### src/rtl/spi_pkg.sv
// Shared types and constants for the SPI command master.
package spi_pkg;

  typedef enum logic [2:0] {
    IDLE  = 3'd0,
    SETUP = 3'd1,
    XFER  = 3'd2,
    GAP   = 3'd3,
    HOLD  = 3'd4
  } spi_state_e;

  localparam int DEFAULT_CLK_DIV = 4;

  // Bits needed to count n values (0..n-1).
  function automatic int clog2(input int n);
    int r = 0;
    while ((1 << r) < n) begin
      r = r + 1;
    end
    return r;
  endfunction

endpackage

### src/rtl/spi_sck_divider.sv
// Half-period tick generator: counts CLK_DIV-1 down to 0, ticks at 0, reloads on load or tick.
module spi_sck_divider
  import spi_pkg::*;
#(
  parameter int CLK_DIV = DEFAULT_CLK_DIV
) (
  input  logic i_clk,
  input  logic i_rst_n,
  input  logic i_load,
  input  logic i_en,
  output logic o_tick
);

  localparam int CW = (CLK_DIV > 1) ? $clog2(CLK_DIV) : 1;
  localparam logic [CW-1:0] RELOAD = CW'(CLK_DIV - 1);

  logic [CW-1:0] cnt_q, cnt_d;

  assign o_tick = i_en & (cnt_q == {CW{1'b0}});

  // Next count: load wins, otherwise count down and wrap while enabled.
  always_comb begin
    cnt_d = cnt_q;
    if (i_load) begin
      cnt_d = RELOAD;
    end else if (i_en) begin
      if (cnt_q == {CW{1'b0}}) begin
        cnt_d = RELOAD;
      end else begin
        cnt_d = cnt_q - {{(CW-1){1'b0}}, 1'b1};
      end
    end else begin
      cnt_d = cnt_q;
    end
  end

  // Counter register.
  always_ff @(posedge i_clk or negedge i_rst_n) begin
    if (!i_rst_n) begin
      cnt_q <= {CW{1'b0}};
    end else begin
      cnt_q <= cnt_d;
    end
  end

endmodule

### src/rtl/spi_master_cmd.sv
// SPI master sending configuration words with full-duplex capture and multi-word bursts under one SS_n.
module spi_master_cmd
  import spi_pkg::*;
#(
  parameter int   WIDTH   = 8,
  parameter logic CPOL    = 1'b0,
  parameter logic CPHA    = 1'b0,
  parameter logic LSB     = 1'b0,
  parameter int   CLK_DIV = DEFAULT_CLK_DIV
) (
  input  logic             i_clk,
  input  logic             i_rst_n,
  input  logic [WIDTH-1:0] i_tx_data,
  input  logic             i_tx_last,
  input  logic             i_tx_valid,
  output logic             o_tx_ready,
  output logic [WIDTH-1:0] o_rx_data,
  output logic             o_rx_valid,
  output logic             o_busy,
  output logic             o_sck,
  output logic             o_mosi,
  input  logic             i_miso,
  output logic             o_ss_n
);

  localparam int ECW = clog2(2 * WIDTH);

  if (CLK_DIV < 2 || WIDTH < 8 || WIDTH > 64) begin : g_param_check
    $fatal(1, "spi_master_cmd: CLK_DIV must be >= 2 and WIDTH in 8..64");
  end

  spi_state_e       state_q, state_d;
  logic [WIDTH-1:0] tx_shift_q, tx_shift_d;
  logic [WIDTH-1:0] rx_shift_q, rx_shift_d;
  logic [WIDTH-1:0] rx_data_q, rx_data_d;
  logic [ECW-1:0]   edge_q, edge_d;
  logic             last_q, last_d;
  logic             sck_q, sck_d;
  logic             mosi_q, mosi_d;
  logic             ss_n_q, ss_n_d;
  logic             ready_q, ready_d;
  logic             busy_q, busy_d;
  logic             rx_valid_q, rx_valid_d;
  logic             tick_s, div_load_s, div_en_s;
  logic             accept_s, shift_edge_s, last_edge_s;

  function automatic logic out_bit(input logic [WIDTH-1:0] v);
    return LSB ? v[0] : v[WIDTH-1];
  endfunction

  function automatic logic [WIDTH-1:0] shift_out(input logic [WIDTH-1:0] v);
    return LSB ? {1'b0, v[WIDTH-1:1]} : {v[WIDTH-2:0], 1'b0};
  endfunction

  function automatic logic [WIDTH-1:0] shift_in(input logic [WIDTH-1:0] v, input logic b);
    return LSB ? {b, v[WIDTH-1:1]} : {v[WIDTH-2:0], b};
  endfunction

  assign accept_s     = i_tx_valid & ready_q;
  // Even edge index is the leading edge; CPHA selects which edge shifts.
  assign shift_edge_s = edge_q[0] ^ CPHA;
  assign last_edge_s  = (edge_q == ECW'(2 * WIDTH - 1));
  assign div_load_s   = (state_d != state_q);
  assign div_en_s     = (state_q == SETUP) | (state_q == XFER) | (state_q == HOLD);

  spi_sck_divider #(.CLK_DIV(CLK_DIV)) u_div (
    .i_clk   (i_clk),
    .i_rst_n (i_rst_n),
    .i_load  (div_load_s),
    .i_en    (div_en_s),
    .o_tick  (tick_s)
  );

  // Next-state, datapath and output computation; outputs follow the next state so they stay registered.
  always_comb begin
    state_d    = state_q;
    tx_shift_d = tx_shift_q;
    rx_shift_d = rx_shift_q;
    rx_data_d  = rx_data_q;
    rx_valid_d = 1'b0;
    edge_d     = edge_q;
    last_d     = last_q;
    sck_d      = sck_q;
    mosi_d     = mosi_q;
    case (state_q)
      IDLE, GAP: begin
        sck_d = CPOL;
        if (accept_s) begin
          // With CPHA=0 the first bit is already on MOSI during SETUP.
          tx_shift_d = CPHA ? i_tx_data : shift_out(i_tx_data);
          mosi_d     = CPHA ? mosi_q : out_bit(i_tx_data);
          rx_shift_d = {WIDTH{1'b0}};
          last_d     = i_tx_last;
          edge_d     = {ECW{1'b0}};
          state_d    = SETUP;
        end else begin
          state_d = state_q;
        end
      end
      SETUP: begin
        if (tick_s) begin
          state_d = XFER;
        end else begin
          state_d = SETUP;
        end
      end
      XFER: begin
        if (tick_s) begin
          sck_d = ~sck_q;
          if (shift_edge_s) begin
            mosi_d     = out_bit(tx_shift_q);
            tx_shift_d = shift_out(tx_shift_q);
          end else begin
            rx_shift_d = shift_in(rx_shift_q, i_miso);
          end
          if (last_edge_s) begin
            rx_data_d  = rx_shift_d;
            rx_valid_d = 1'b1;
            edge_d     = {ECW{1'b0}};
            state_d    = last_q ? HOLD : GAP;
          end else begin
            edge_d = edge_q + ECW'(1'b1);
          end
        end else begin
          state_d = XFER;
        end
      end
      HOLD: begin
        if (tick_s) begin
          state_d = IDLE;
        end else begin
          state_d = HOLD;
        end
      end
      default: begin
        state_d = IDLE;
      end
    endcase
    ss_n_d  = (state_d == IDLE);
    ready_d = (state_d == IDLE) | (state_d == GAP);
    busy_d  = (state_d != IDLE);
  end

  // State, datapath and output registers.
  always_ff @(posedge i_clk or negedge i_rst_n) begin
    if (!i_rst_n) begin
      state_q    <= IDLE;
      tx_shift_q <= {WIDTH{1'b0}};
      rx_shift_q <= {WIDTH{1'b0}};
      rx_data_q  <= {WIDTH{1'b0}};
      rx_valid_q <= 1'b0;
      edge_q     <= {ECW{1'b0}};
      last_q     <= 1'b0;
      sck_q      <= CPOL;
      mosi_q     <= 1'b0;
      ss_n_q     <= 1'b1;
      ready_q    <= 1'b1;
      busy_q     <= 1'b0;
    end else begin
      state_q    <= state_d;
      tx_shift_q <= tx_shift_d;
      rx_shift_q <= rx_shift_d;
      rx_data_q  <= rx_data_d;
      rx_valid_q <= rx_valid_d;
      edge_q     <= edge_d;
      last_q     <= last_d;
      sck_q      <= sck_d;
      mosi_q     <= mosi_d;
      ss_n_q     <= ss_n_d;
      ready_q    <= ready_d;
      busy_q     <= busy_d;
    end
  end

  assign o_tx_ready = ready_q;
  assign o_rx_data  = rx_data_q;
  assign o_rx_valid = rx_valid_q;
  assign o_busy     = busy_q;
  assign o_sck      = sck_q;
  assign o_mosi     = mosi_q;
  assign o_ss_n     = ss_n_q;

endmodule

### config.mk
export PLATFORM = sky130hd
export DESIGN_NAME = spi_master_cmd
export DESIGN_NICKNAME = d
export VERILOG_FILES = /design/src/rtl/spi_pkg.sv /design/src/rtl/spi_sck_divider.sv /design/src/rtl/spi_master_cmd.sv
export SDC_FILE = /design/constraint.sdc
export NUM_CORES = 1
export LEC_CHECK = 0
export BUFFER_PORTS_ARGS = -buffer_cell sky130_fd_sc_hd__buf_2
export CAP_MARGIN = 20
export CORE_UTILIZATION = 23
export DETAILED_ROUTE_END_ITERATION = 8
export GPL_TIMING_DRIVEN = 0
export PLACE_DENSITY = 0.38
export SLEW_MARGIN = 10
export SYNTH_ARGS = -nofsm -noshare
export SYNTH_HDL_FRONTEND = slang
export SYNTH_SLANG_ARGS = --single-unit
### constraint.sdc
create_clock -name i_clk -period 2.2 [get_ports i_clk]
set_input_delay 0.33 -clock i_clk [delete_from_list [all_inputs] [get_ports i_clk]]
set_output_delay 0.33 -clock i_clk [all_outputs]
set_load 0.01 [all_outputs]
=== Yosys cells after proc, flatten, opt, wreduce, memory -nomap -nowiden ===
Index checks and enable logic that the tools add are counted.

* Flip-flop bits (word level): 40
* Input bits: 13
* Output and inout port bits: 14

* Add/subtract/negate cells: 2
* Eq/ne operators: 10
* Multiplexer cells: 31
* Bitwise operators: 6
* Reductions and logical operators: 12

{| class="wikitable"
|+ Operators by type and width
! operator !! count
|-
| $mux W8 || 6
|-
| $pmux W8 S2 || 2
|-
| $mux W3 || 5
|-
| $mux W4 || 3
|-
| $pmux W3 S4 || 1
|-
| $eq A3 B2 Y1 const B || 3
|-
| $mux W2 || 4
|-
| $pmux W4 S2 || 1
|-
| $mux W1 || 7
|-
| $logic_not A3 Y1 || 2
|-
| $ne A2 B2 Y1 const B || 3
|-
| $reduce_and A3 Y1 || 2
|-
| $add A4 B1 Y4 const B || 1
|-
| $eq A4 B4 Y1 const B || 1
|-
| $pmux W1 S2 || 2
|-
| $reduce_and A2 Y1 || 2
|-
| $reduce_and A4 Y1 || 1
|-
| $reduce_bool A2 Y1 || 2
|-
| $eq A3 B1 Y1 const B || 1
|-
| $eq A3 B3 Y1 const B || 1
|-
| $ne A3 B3 Y1 || 1
|-
| $or A1 B1 Y1 || 3
|-
| $reduce_bool A3 Y1 || 1
|-
| $and A1 B1 Y1 || 2
|-
| other kinds (4) || 4
|}

=== Logic depth before layout (Yosys ltp) ===
Gate-level depths: netlist of run 1.

* Depth after elaboration: 8
* Gate-level depth with buffers: 8
* Gate-level depth less buffers: 6

=== By module ===
Synthesis of run 1 repeated with hierarchy kept, for this count alone.

* Cell total of the unflattened synthesis: 169
* Area, all modules: 1901.8 um2

{| class="wikitable"
|+ By module, submodules not included
! module !! times used !! cells an instance !! area an instance (um2) !! sequential area each (um2)
|-
| spi_master_cmd || 1 || 157 || 1785.5 || 928.4
|-
| spi_sck_divider || 1 || 12 || 116.4 || 50.0
|}

=== Worst setup path before layout of run 1 ===
OpenSTA, ideal clock, no wires.

* Path type: reg-to-reg
* Start: register u_div.cnt_q[0]
* End: register ready_q, in the netlist o_tx_ready
* Library setup time: 79 ps
* Arrival time: 1577 ps
* Required time: 2121 ps
* Slack: 544 ps
* Cell stages (with the launch flop): 8
* Path buffers: 1
* Cell sequence: dfrtp_1 inv_1 ha_1 buf_2 nand4bb_4 or3_1 a221o_1 o21ai_0

* Cells in the longest elaborated chain, start to end: 6
* Elaborated cells between the ends (all ways): 9

{| class="wikitable"
|+ RTL lines
! element !! RTL line !! RTL
|-
| from (decl) || spi_sck_divider.sv:17 || <nowiki>logic [CW-1:0] cnt_q, cnt_d;</nowiki>
|-
| from (signal assigned) || spi_sck_divider.sv:40 || <nowiki>cnt_q <= {CW{1'b0}};</nowiki>
|-
| from (signal assigned) || spi_sck_divider.sv:42 || <nowiki>cnt_q <= cnt_d;</nowiki>
|-
| $logic_not A2 Y1 * || spi_sck_divider.sv:19 || <nowiki>assign o_tick = i_en & (cnt_q == {CW{1'b0}});</nowiki>
|-
| $and A1 B1 Y1 * || spi_sck_divider.sv:19 ||
|-
| $mux W3, or another cell as far along || spi_master_cmd.sv:108 || <nowiki>if (tick_s) begin</nowiki>
|-
| $pmux W3 S4 * || spi_master_cmd.sv:85 || <nowiki>case (state_q)</nowiki>
|-
| $eq A3 B2 Y1 or $logic_not A3 Y1 (tied branches) || spi_master_cmd.sv:140 || <nowiki>ready_d = (state_d == IDLE) | (state_d == GAP);</nowiki>
|-
| $or A1 B1 Y1 * || spi_master_cmd.sv:140 ||
|-
| net ready_d || spi_master_cmd.sv:41 || <nowiki>logic ready_q, ready_d;</nowiki>
|-
| to (signal assigned) || spi_master_cmd.sv:170 || <nowiki>ready_q <= ready_d;</nowiki>
|-
| to (decl) || spi_master_cmd.sv:41 ||
|}

Mark *: on every way through the listed nets, which the timed path passes. The rest lies on a longest branch.
A chain may end at the register's enable or synchronous reset.

=== Final worst setup path of run 1 ===
* Start: register u_div.cnt_q[0]
* End: register rx_data_q[5], in the netlist o_rx_data[5]

* Cells in the longest elaborated chain, start to end: 3

{| class="wikitable"
|+ RTL lines
! element !! RTL line !! RTL
|-
| $logic_not A2 Y1 || spi_sck_divider.sv:19 ||
|-
| $and A1 B1 Y1 || spi_sck_divider.sv:19 ||
|-
| $reduce_and A3 Y1 (no source line) || - ||
|-
| to (signal assigned) || spi_master_cmd.sv:150 || <nowiki>rx_data_q <= {WIDTH{1'b0}};</nowiki>
|-
| to (signal assigned) || spi_master_cmd.sv:163 || <nowiki>rx_data_q <= rx_data_d;</nowiki>
|-
| to (decl) || spi_master_cmd.sv:35 || <nowiki>logic [WIDTH-1:0] rx_data_q, rx_data_d;</nowiki>
|}

Every way passes these cells.

==> impl_results.md, run 1 <==
* Clock slew seen by the registers of the worst setup and hold paths at 0.08 ns
* Initial antenna violation count at 0
* Placed Cells at 305
* Vias in the first global route at 1,456
* Max Cap Viol at 0
* YS warnings at 0
* Data arrival time of the critical path at between 2 and 2.5 ns
* Worst path slowest cell: dfrtp_1
* Crit. End Element: flop
* R2r endpoint: o_rx_data[5]
* Final #Nets at 222
* Top FF cell, synth: dfrtp_1
* Vias/cell at 4.58
* Syn_nets at 189
* Run status: finished, final reports clean
* Root Buffer: clkbuf_8
* Buf+Inv Stages, Crit Path at 3
* Antenna violation net count after detailed routing at 0
* Die height at 95.3 um
* Post-route insts no fill at ~310
* Slew Limit Fails at 0
* Core box area at just over 0.008 mm^2
* Maximum operating frequency at between 0.5 and 0.6 GHz
* Min-delay worst type: input port to async pin
* IO Pins at 27
* CTS sink count at 39
* Setup CP Type: flop to flop
* Crit-path max FO at 10
* Final Hold Viols at 0
* Placement Setup Slack at between 0.2 and 0.3 ns
* GRT overflow at 0
* Post-Syn Area at around 0.002 mm^2
* ANT cells at 0
* Hpwl dp at 2980 um
* Critical Path Start Type: flop
* Tot Pwr at 2690 uW
* Leak pwr at 0.00109 uW
* Peak VDD IR at 0.286 mV
* Measured slew at the worst slew-check pin at 0.923 ns
* R2R setup slack at around 0.3 ns
* Largest delay contributor family on the critical path: simple AND/OR/NAND/NOR gates
* Initial Utilization at 24.1%
* First-pass GRT wire length at 7240 um
* CTS tree: done
* Layout area overhead at 20.1%
* Drt wl/cell at 13.8 um
* Largest area contributor in the netlist: dfrtp_1
* Cts hold-fix bufs at 0
* Total vias in the final route at 1,434
* Die area at 0.00908 mm^2
* CTS HTree Levels at 2
* FFs w/ async S/R, synth at 100%
* Mean Syn Cell Area at 11.5 um^2
* Largest net degree at the start of global routing at 40
* Worst setup margin at about 0.3 ns
* Setup-failing EPs final at 0
* Reg2reg path depth at 8
* Post-CTS setup buffer count at 0
* Synth unique cells at 46
* Largest cells by area after synthesis: dfrtp_1 (46%), mux2_4 (5.3%), mux2_2 (5.1%)
* Rows at 33
* Final Cycle Share at between 80 and 90%
* Number of CTS-inserted buffers at 5
* Total iterations of the first detailed-routing run at 4
* Power density cells at roughly 1100 mW/mm^2
* Die span in x at 95.3 um
* Unrepaired setup endpoints after global routing: no
* Iter 0 DRT Violations at 47
* Mapped Cells at 174
* Yosys top cell area share at 46.3%
* Sequential share of the synthesized area at 48.9%
* WP data required at ~2.4 ns
* Skew final at 0.00904 ns
* DRC violation count after routing at 0
* TNS Setup at 0 ns
* Register bit total from synthesis at 39
* Post-route minimum period at 1.91 ns
* CTS resizes at 0
* Number of port buffers at 26
* Placer Congestion at 0.704
* Total Routing Usage GR at 10.7%
* CTS Buffer Depth at 2
* Worst skew pair latency at 0.30 ns
* Worst path cell trace: inv_1 > ha_1 > buf_2 > and4bb_2 > nand2_1 > buf_2 > nand2_1 > o21ai_0
* Slew headroom at approximately two fifths
* RR Startpoint: u_div.cnt_q[0]
* Layout cells sized above 1 at roughly a third
* Drt total wl at 4320 um
* Largest stage delay on the critical path at 0.39 ns
* EDFF count, synth at 0
## cells in the mapped netlist, types with 2 or more instances
| cell | instances |
|---|---|
| xor2_1 | 2 |
| o311ai_0 | 2 |
| inv_1 | 6 |
| ha_1 | 2 |
| nand2b_1 | 2 |
| mux2_2 | 9 |
| nand2_1 | 18 |
| mux2_4 | 7 |
| a21oi_1 | 2 |
| buf_2 | 6 |
| dfrtp_1 | 37 |
| nand3_1 | 6 |
| dfstp_2 | 2 |
| nor2_1 | 8 |
| a22o_1 | 10 |
| o21ai_0 | 15 |
| a21o_1 | 2 |
| mux2i_1 | 9 |
| a21oi_2 | 2 |
## sequential cells by signal (all words and copies together), names as in the netlist
signal / count
o_sck: 1
o_busy: 1
o_rx_data: 8
o_rx_valid: 1
o_tx_ready: 1
u_div.cnt_q: 2
tx_shift_q: 7
state_q: 3
last_q: 1
rx_shift_q: 8
edge_q: 4
o_ss_n: 1
o_mosi: 1
## stage by stage
stage	hold WS (ns)	util, %	cell area (um^2)
2_1_floorplan	0.0344	-	2000
3_3_place_gp	0.464	27.3	2260
3_5_place_dp	0.473	27.3	2260
4_1_cts	0.206	28.9	2400
5_1_grt	0.235	28.9	2400
6_report	0.158	28.9	2400
## cells by family after synthesis
logic type | after synthesis | synth area share, %
DFF | 39 | 48.9
muxes | 25 | 14.8
buffers and inverters | 14 | 3.19
xor gates and xnor gates | 2 | 0.876
adders and majority gates | 2 | 1.25
AOI/OAI and AO/OA | 44 | 16.4
and+or+nand+nor | 48 | 14.6
## metal layers
metal  track usage [%]  wire, um  vias to the layer above
met5                 0         0                        -
met4              3.41        62                        0
met3              3.59       184                        6
met2              16.8      1910                       24
met1              13.7      2160                      702
li1                  -         -                      702
## cell type report
class | instances | area (um^2)
timing repair buffer | 26 | 130
sequential | 39 | 978
clock buffer | 5 | 68.8
fill | 866 | 5900
clock inverter | 3 | 71.3
multi-input combinational | 121 | 958
tap | 105 | 131
buffer | 8 | 41.3
inverter | 6 | 22.5
## worst max path at each step
stage | from | endpoint | slack [ns] | cells after the start
2_1_floorplan | u_div.cnt_q[0] | o_tx_ready | 0.54 | 7
3_3_place_gp | u_div.cnt_q[0] | rx_shift_q[0] | 0.27 | 7
3_5_place_dp | u_div.cnt_q[0] | o_rx_data[0] | 0.28 | 8
4_1_cts | u_div.cnt_q[0] | o_rx_data[3] | 0.25 | 8
5_1_grt | u_div.cnt_q[0] | rx_shift_q[4] | 0.13 | 7
6_report | u_div.cnt_q[0] | o_rx_data[5] | 0.29 | 8
## where the power goes
part	leakage [uW]	internal (uW)	switching (uW)
logic	0.000517	461	457
clock network	0.0000703	461	287
registers	0.000501	898	123
## cell usage in the layout (no fill, tap or decap), types with 2 or more instances in the layout
master      n
bufinv_16   2
buf_2      32
dfstp_2     2
o21ai_0    15
xor2_1      2
nand2_1    18
mux2_2      9
clkbuf_8    5
nand2b_1    2
inv_1       6
nand3_1     6
ha_1        2
mux2_4      7
nor2_1      8
a21oi_1     2
o311ai_0    2
dfrtp_1    37
a21oi_2     2
a22o_1     10
a21o_1      2
mux2i_1     9
## worst reg2reg max path, cell delays in order (launching register included)
cell	delay [ns]
dfrtp_1	0.39
inv_1	0.06
ha_1	0.13
buf_2	0.23
and4bb_2	0.32
nand2_1	0.22
buf_2	0.27
nand2_1	0.08
o21ai_0	0.07
Note: power is estimated with default switching activity, not from simulation.
==> run 2: changes to the inputs <==
Settings changed: MAX_ROUTING_LAYER set to met4, PLACE_DENSITY 0.38 to 0.37, SKIP_CTS_REPAIR_TIMING set to 1.
==> impl_results.md, run 2 (synthesized netlist as in run 1, its figures left out) <==
* Run status: finished, final reports clean
* Crit-path max FO at 10
* Design area at 0.00238 mm^2
* TNS Setup at 0 ns
* CTS HTree Levels at 2
* Clock slew seen by the registers of the worst setup and hold paths at approximately 0.090 ns
* Die height at 95.3 um
* R2r endpoint: rx_shift_q[0]
* R2R setup slack at 0.30 ns
* Vias in the first global route at roughly 1,400
* Placement Setup Slack at 0.281 ns
* CTS sink count at 39
* Setup CP Type: flop to flop
* RR Startpoint: u_div.cnt_q[0]
* Tot Pwr at 2560 uW
* Layout area overhead at 18.9%
* Rows at 33
* Drt wl/cell at between 10 and 15 um
* Most frequent cells in the layout: dfrtp_1 (37), buf_2 (32), nand2_1 (18)
* Final Cycle Share at 86.3%
* Worst setup margin at 0.302 ns
* CTS tree: done
* Placed standard-cell area at 0.00226 mm^2
* Layout cells sized above 1 at about a third
* Skew final at roughly 0.01 ns
* CTS Buffer Depth at 2
* Critical Path Start: u_div.cnt_q[0]
* Number of port buffers at 26
* DRC violation count after routing at 0
* ANT cells at 0
* Iter 0 DRT Violations at 41
* Measured slew at the worst slew-check pin at around 0.87 ns
* Critical Path Start Type: flop
* Die span in x at 95.3 um
* Final core occ at 28.7%
* WP data required at 2.38 ns
* Drt total wl at about 4200 um
* Root Buffer: clkbuf_8
* Unrepaired setup endpoints after global routing: no
* Data arrival time of the critical path at 2.08 ns
* Reg2reg path depth at 7
* Slew headroom at 41.9%
* GRT overflow at 0
* Max Cap Viol at 0
* IO Pins at 27
* Post-route minimum period at between 1.5 and 2 ns
* Maximum operating frequency at between 0.5 and 0.6 GHz
* Total vias in the final route at 1,466
* Total iterations of the first detailed-routing run at 4
* Slew Limit Fails at 0
* Commonest non-fill, non-tap cell in the layout: dfrtp_1
* Largest net degree at the start of global routing at 40
* Final #Nets at 222
* Power density cells at 1080 mW/mm^2
* Die area at 0.00908 mm^2
* Hpwl dp at a little under 3000 um
* Peak VDD IR at 0.334 mV
* Number of CTS-inserted buffers at 5
* Vias/cell at 4.68
* Total Routing Usage GR at between 10% and 20%
* Initial antenna violation count at 0
* First-pass GRT wire length at approximately 7000 um
* Core box area at 0.00830 mm^2
* Fillers at 871
* Min-delay worst type: input port to async pin
* Worst skew pair latency at 0.29 ns
* Crit. End Element: flop
* Initial Utilization at 24.1%
* Final Hold Viols at 0
* Leak pwr at 0.00108 uW
* Placer Congestion at 0.715
* Setup-failing EPs final at 0
* Antenna violation net count after detailed routing at 0
## run 2: cell types whose count changed in the layout (fill, tap and decap cells not counted), sizes merged
cell | previous run | this run
bufinv | 2 | 1
clkinv | 0 | 1
## run 2: power breakdown
group / switching (uW) / leakage [uW] / internal (uW)
Combinational: 459 / 0.000517 / 461
Clock: 280 / 0.0000587 / 344
Sequential: 122 / 0.000501 / 898
## run 2: worst max-delay path, cell delays in order, from the launching register on
cell	delay, ns
dfrtp_1	0.39
inv_1	0.06
ha_1	0.13
buf_2	0.23
nand4bb_4	0.17
nor2_2	0.34
nor2_1	0.24
a22o_1	0.23
## run 2: worst max-delay path by stage
| stage | cells past startpoint | to | slack (ns) |
|---|---|---|---|
| after floorplan | 7 | o_tx_ready | 0.54 |
| after global placement | 7 | rx_shift_q[0] | 0.21 |
| after detailed placement | 7 | rx_shift_q[1] | 0.28 |
| after CTS | 7 | rx_shift_q[0] | 0.27 |
| after global routing | 7 | rx_shift_q[0] | 0.13 |
| final | 7 | rx_shift_q[0] | 0.30 |
## run 2: metal layers
metal  part of all wire [%]  GRT usage, %  up-vias
li1                       -             -      701
met1                     49          13.6      739
met2                     47          16.4       21
met3                    2.6          2.15        5
met4                   0.92          3.41        0
met5                      0             -        -
## run 2: metrics by stage
step           std cells  hold WS (ns)
2_1_floorplan        174        0.0344
3_3_place_gp         305         0.468
3_5_place_dp         305         0.469
4_1_cts              313         0.195
5_1_grt              313         0.233
6_report             313         0.143
## run 2: final cells by class
class / instances / area [um^2] / area share (%)
Multi-Input combinational cell: 121 / 958 / 40.3
Buffer: 8 / 41.3 / 1.74
Inverter: 6 / 22.5 / 0.947
Timing Repair Buffer: 26 / 130 / 5.47
Clock buffer: 5 / 68.8 / 2.89
Tap cell: 105 / 131 / 5.52
Clock inverter: 3 / 47.5 / 2.00
Sequential cell: 39 / 978 / 41.1
==> run 3: changes to the inputs <==
Settings changed: PLACE_DENSITY 0.37 to 0.44.
==> impl_results.md, run 3 (synthesized netlist as in run 1, its figures left out) <==
* R2r endpoint: rx_shift_q[3]
* Post-route minimum period at 1.93 ns
* GRT overflow at 0
* Iter 0 DRT Violations at 99
* Drt total wl at just over 4000 um
* Sequential Area at 978 um^2
* Number of port buffers at 26
* DRC violation count after routing at 0
* Crit-path max FO at 10
* Worst skew pair latency at 0.29 ns
* CTS tree: done
* Rows at 33
* Worst path slowest cell: dfrtp_1
* Power Internal at 1580 uW
* Largest stage delay on the critical path at 0.40 ns
* Peak VDD IR at 0.274 mV
* Register share of total power at 42.5%
* Final core occ at 28.2%
* Vias in the first global route at approximately 1,400
* Skew final at between 0.004 and 0.005 ns
* Initial antenna violation count at 0
* Crit. End Element: flop
* Tot Pwr at 2410 uW
* Placer Congestion at 0.761
* Measured slew at the worst slew-check pin at 0.874 ns
* Critical Path Start Type: flop
* Placed Cells at 305
* Final Hold Viols at 0
* CTS sink count at 39
* Switching part of the total at 34.3%
* First-pass GRT wire length at 7000 um
* Worst path cell trace: inv_1 > ha_1 > buf_2 > nand4bb_4 > nor2_2 > nor2_1 > a22o_1
* TNS Setup at 0 ns
* RR Startpoint: u_div.cnt_q[0]
* WP data required at roughly 2.4 ns
* Die height at ~95 um
* Setup CP Type: flop to flop
* Initial Utilization at 24.1%
* Multi-input logic area at 958 um^2
* Die span in x at 95.3 um
* Most frequent cells in the layout: dfrtp_1 (37), buf_2 (32), nand2_1 (18)
* Data arrival time of the critical path at 2.11 ns
* Antenna violation net count after detailed routing at 0
* CTS HTree Levels at 2
* ANT cells at 0
* Placement Setup Slack at 0.236 ns
* Final Cycle Share at 87.7%
* Final #Nets at 222
* Largest delay contributor family on the critical path: simple AND/OR/NAND/NOR gates
* Post-route insts no fill at 313
* Leak pwr at 0.00106 uW
* Unrepaired setup endpoints after global routing: no
* Drt wl/cell at 13.2 um
* Slew headroom at 41.7%
* Comb pwr share at 38.0%
* IO Pins at 27
* Vias/cell at 4.55
* Worst setup margin at 0.270 ns
* Layout cells sized above 1 at a little under a third
* Run status: finished, final reports clean
* Die area at 0.00908 mm^2
* Total vias in the final route at 1,425
* Root Buffer: clkbuf_8
* Core box area at ~0.0083 mm^2
* Fillers at 865
* Layout area overhead at 17.1%
* Power density cells at 1030 mW/mm^2
* Commonest non-fill, non-tap cell in the layout: dfrtp_1
* Slew Limit Fails at 0
* Max Cap Viol at 0
* Largest net degree at the start of global routing at 40
* Total Routing Usage GR at between 10% and 20%
* CTS Buffer Depth at 2
* Total iterations of the first detailed-routing run at 4
* Setup-failing EPs final at 0
* Clock power share at 19.6%
* Maximum operating frequency at 0.518 GHz
* Hpwl dp at 2930 um
* Buf+Inv Stages, Crit Path at 2
* R2R setup slack at 0.27 ns
* Clock slew seen by the registers of the worst setup and hold paths at 0.08 ns
* Min-delay worst type: input port to async pin
* Number of CTS-inserted buffers at 5
* Switch Pwr at 826 uW
* Reg2reg path depth at 7
-- run 3: changes by cell type in the layout (fill, tap and decap cells not counted), sizes merged --
cell	delta
clkbuf	+2
bufinv	-1
inv	-1
-- run 3: through the flow --
| step | cell area [um^2] | hold slack, ns |
|---|---|---|
| after global routing | 2340 | 0.230 |
| after global placement | 2260 | 0.466 |
| final | 2340 | 0.154 |
| after floorplan | 2000 | 0.0344 |
| after CTS | 2340 | 0.193 |
| after detailed placement | 2260 | 0.466 |
-- run 3: power by group through the flow --
stage / sequential (uW) / combinational (uW) / clock (uW)
floorplan: 1020 / 718 / 0
global placement: 1040 / 920 / 0
detailed placement: 1040 / 932 / 0
CTS: 1020 / 934 / 503
global route: 1050 / 1020 / 537
finish: 1020 / 914 / 471
-- run 3: area by class of cell --
class                           instances  area share (%)
Multi-Input combinational cell        121            40.9
Buffer                                  8            1.76
Timing Repair Buffer                   26            5.55
Clock buffer                            7            3.26
Tap cell                              105            5.61
Clock inverter                          1           0.214
Sequential cell                        39            41.8
Inverter                                6           0.961
-- run 3: how the worst max path moves through the flow --
stage,slack (ns),startpoint,endpoint,cells after the start
2_1_floorplan,0.54,u_div.cnt_q[0],o_tx_ready,7
3_3_place_gp,0.27,u_div.cnt_q[0],rx_shift_q[1],7
3_5_place_dp,0.24,u_div.cnt_q[0],rx_shift_q[7],7
4_1_cts,0.22,u_div.cnt_q[0],rx_shift_q[0],7
5_1_grt,0.05,u_div.cnt_q[0],rx_shift_q[2],7
6_report,0.27,u_div.cnt_q[0],rx_shift_q[3],7
-- run 3: worst reg2reg max path, cell delays in order, from the launching register on --
cell	delay, ns
dfrtp_1	0.40
inv_1	0.07
ha_1	0.14
buf_2	0.23
nand4bb_4	0.17
nor2_2	0.34
nor2_1	0.24
a22o_1	0.23
-- run 3: routing by layer --
layer	track usage, %	part of all wire, %	vias to the layer above	wire, um
met2	16.1	45	19	1870
met3	2.87	3.3	6	135
met5	-	0	-	0
li1	-	-	701	-
met1	13.3	49	699	2030
met4	4.55	2.0	0	82
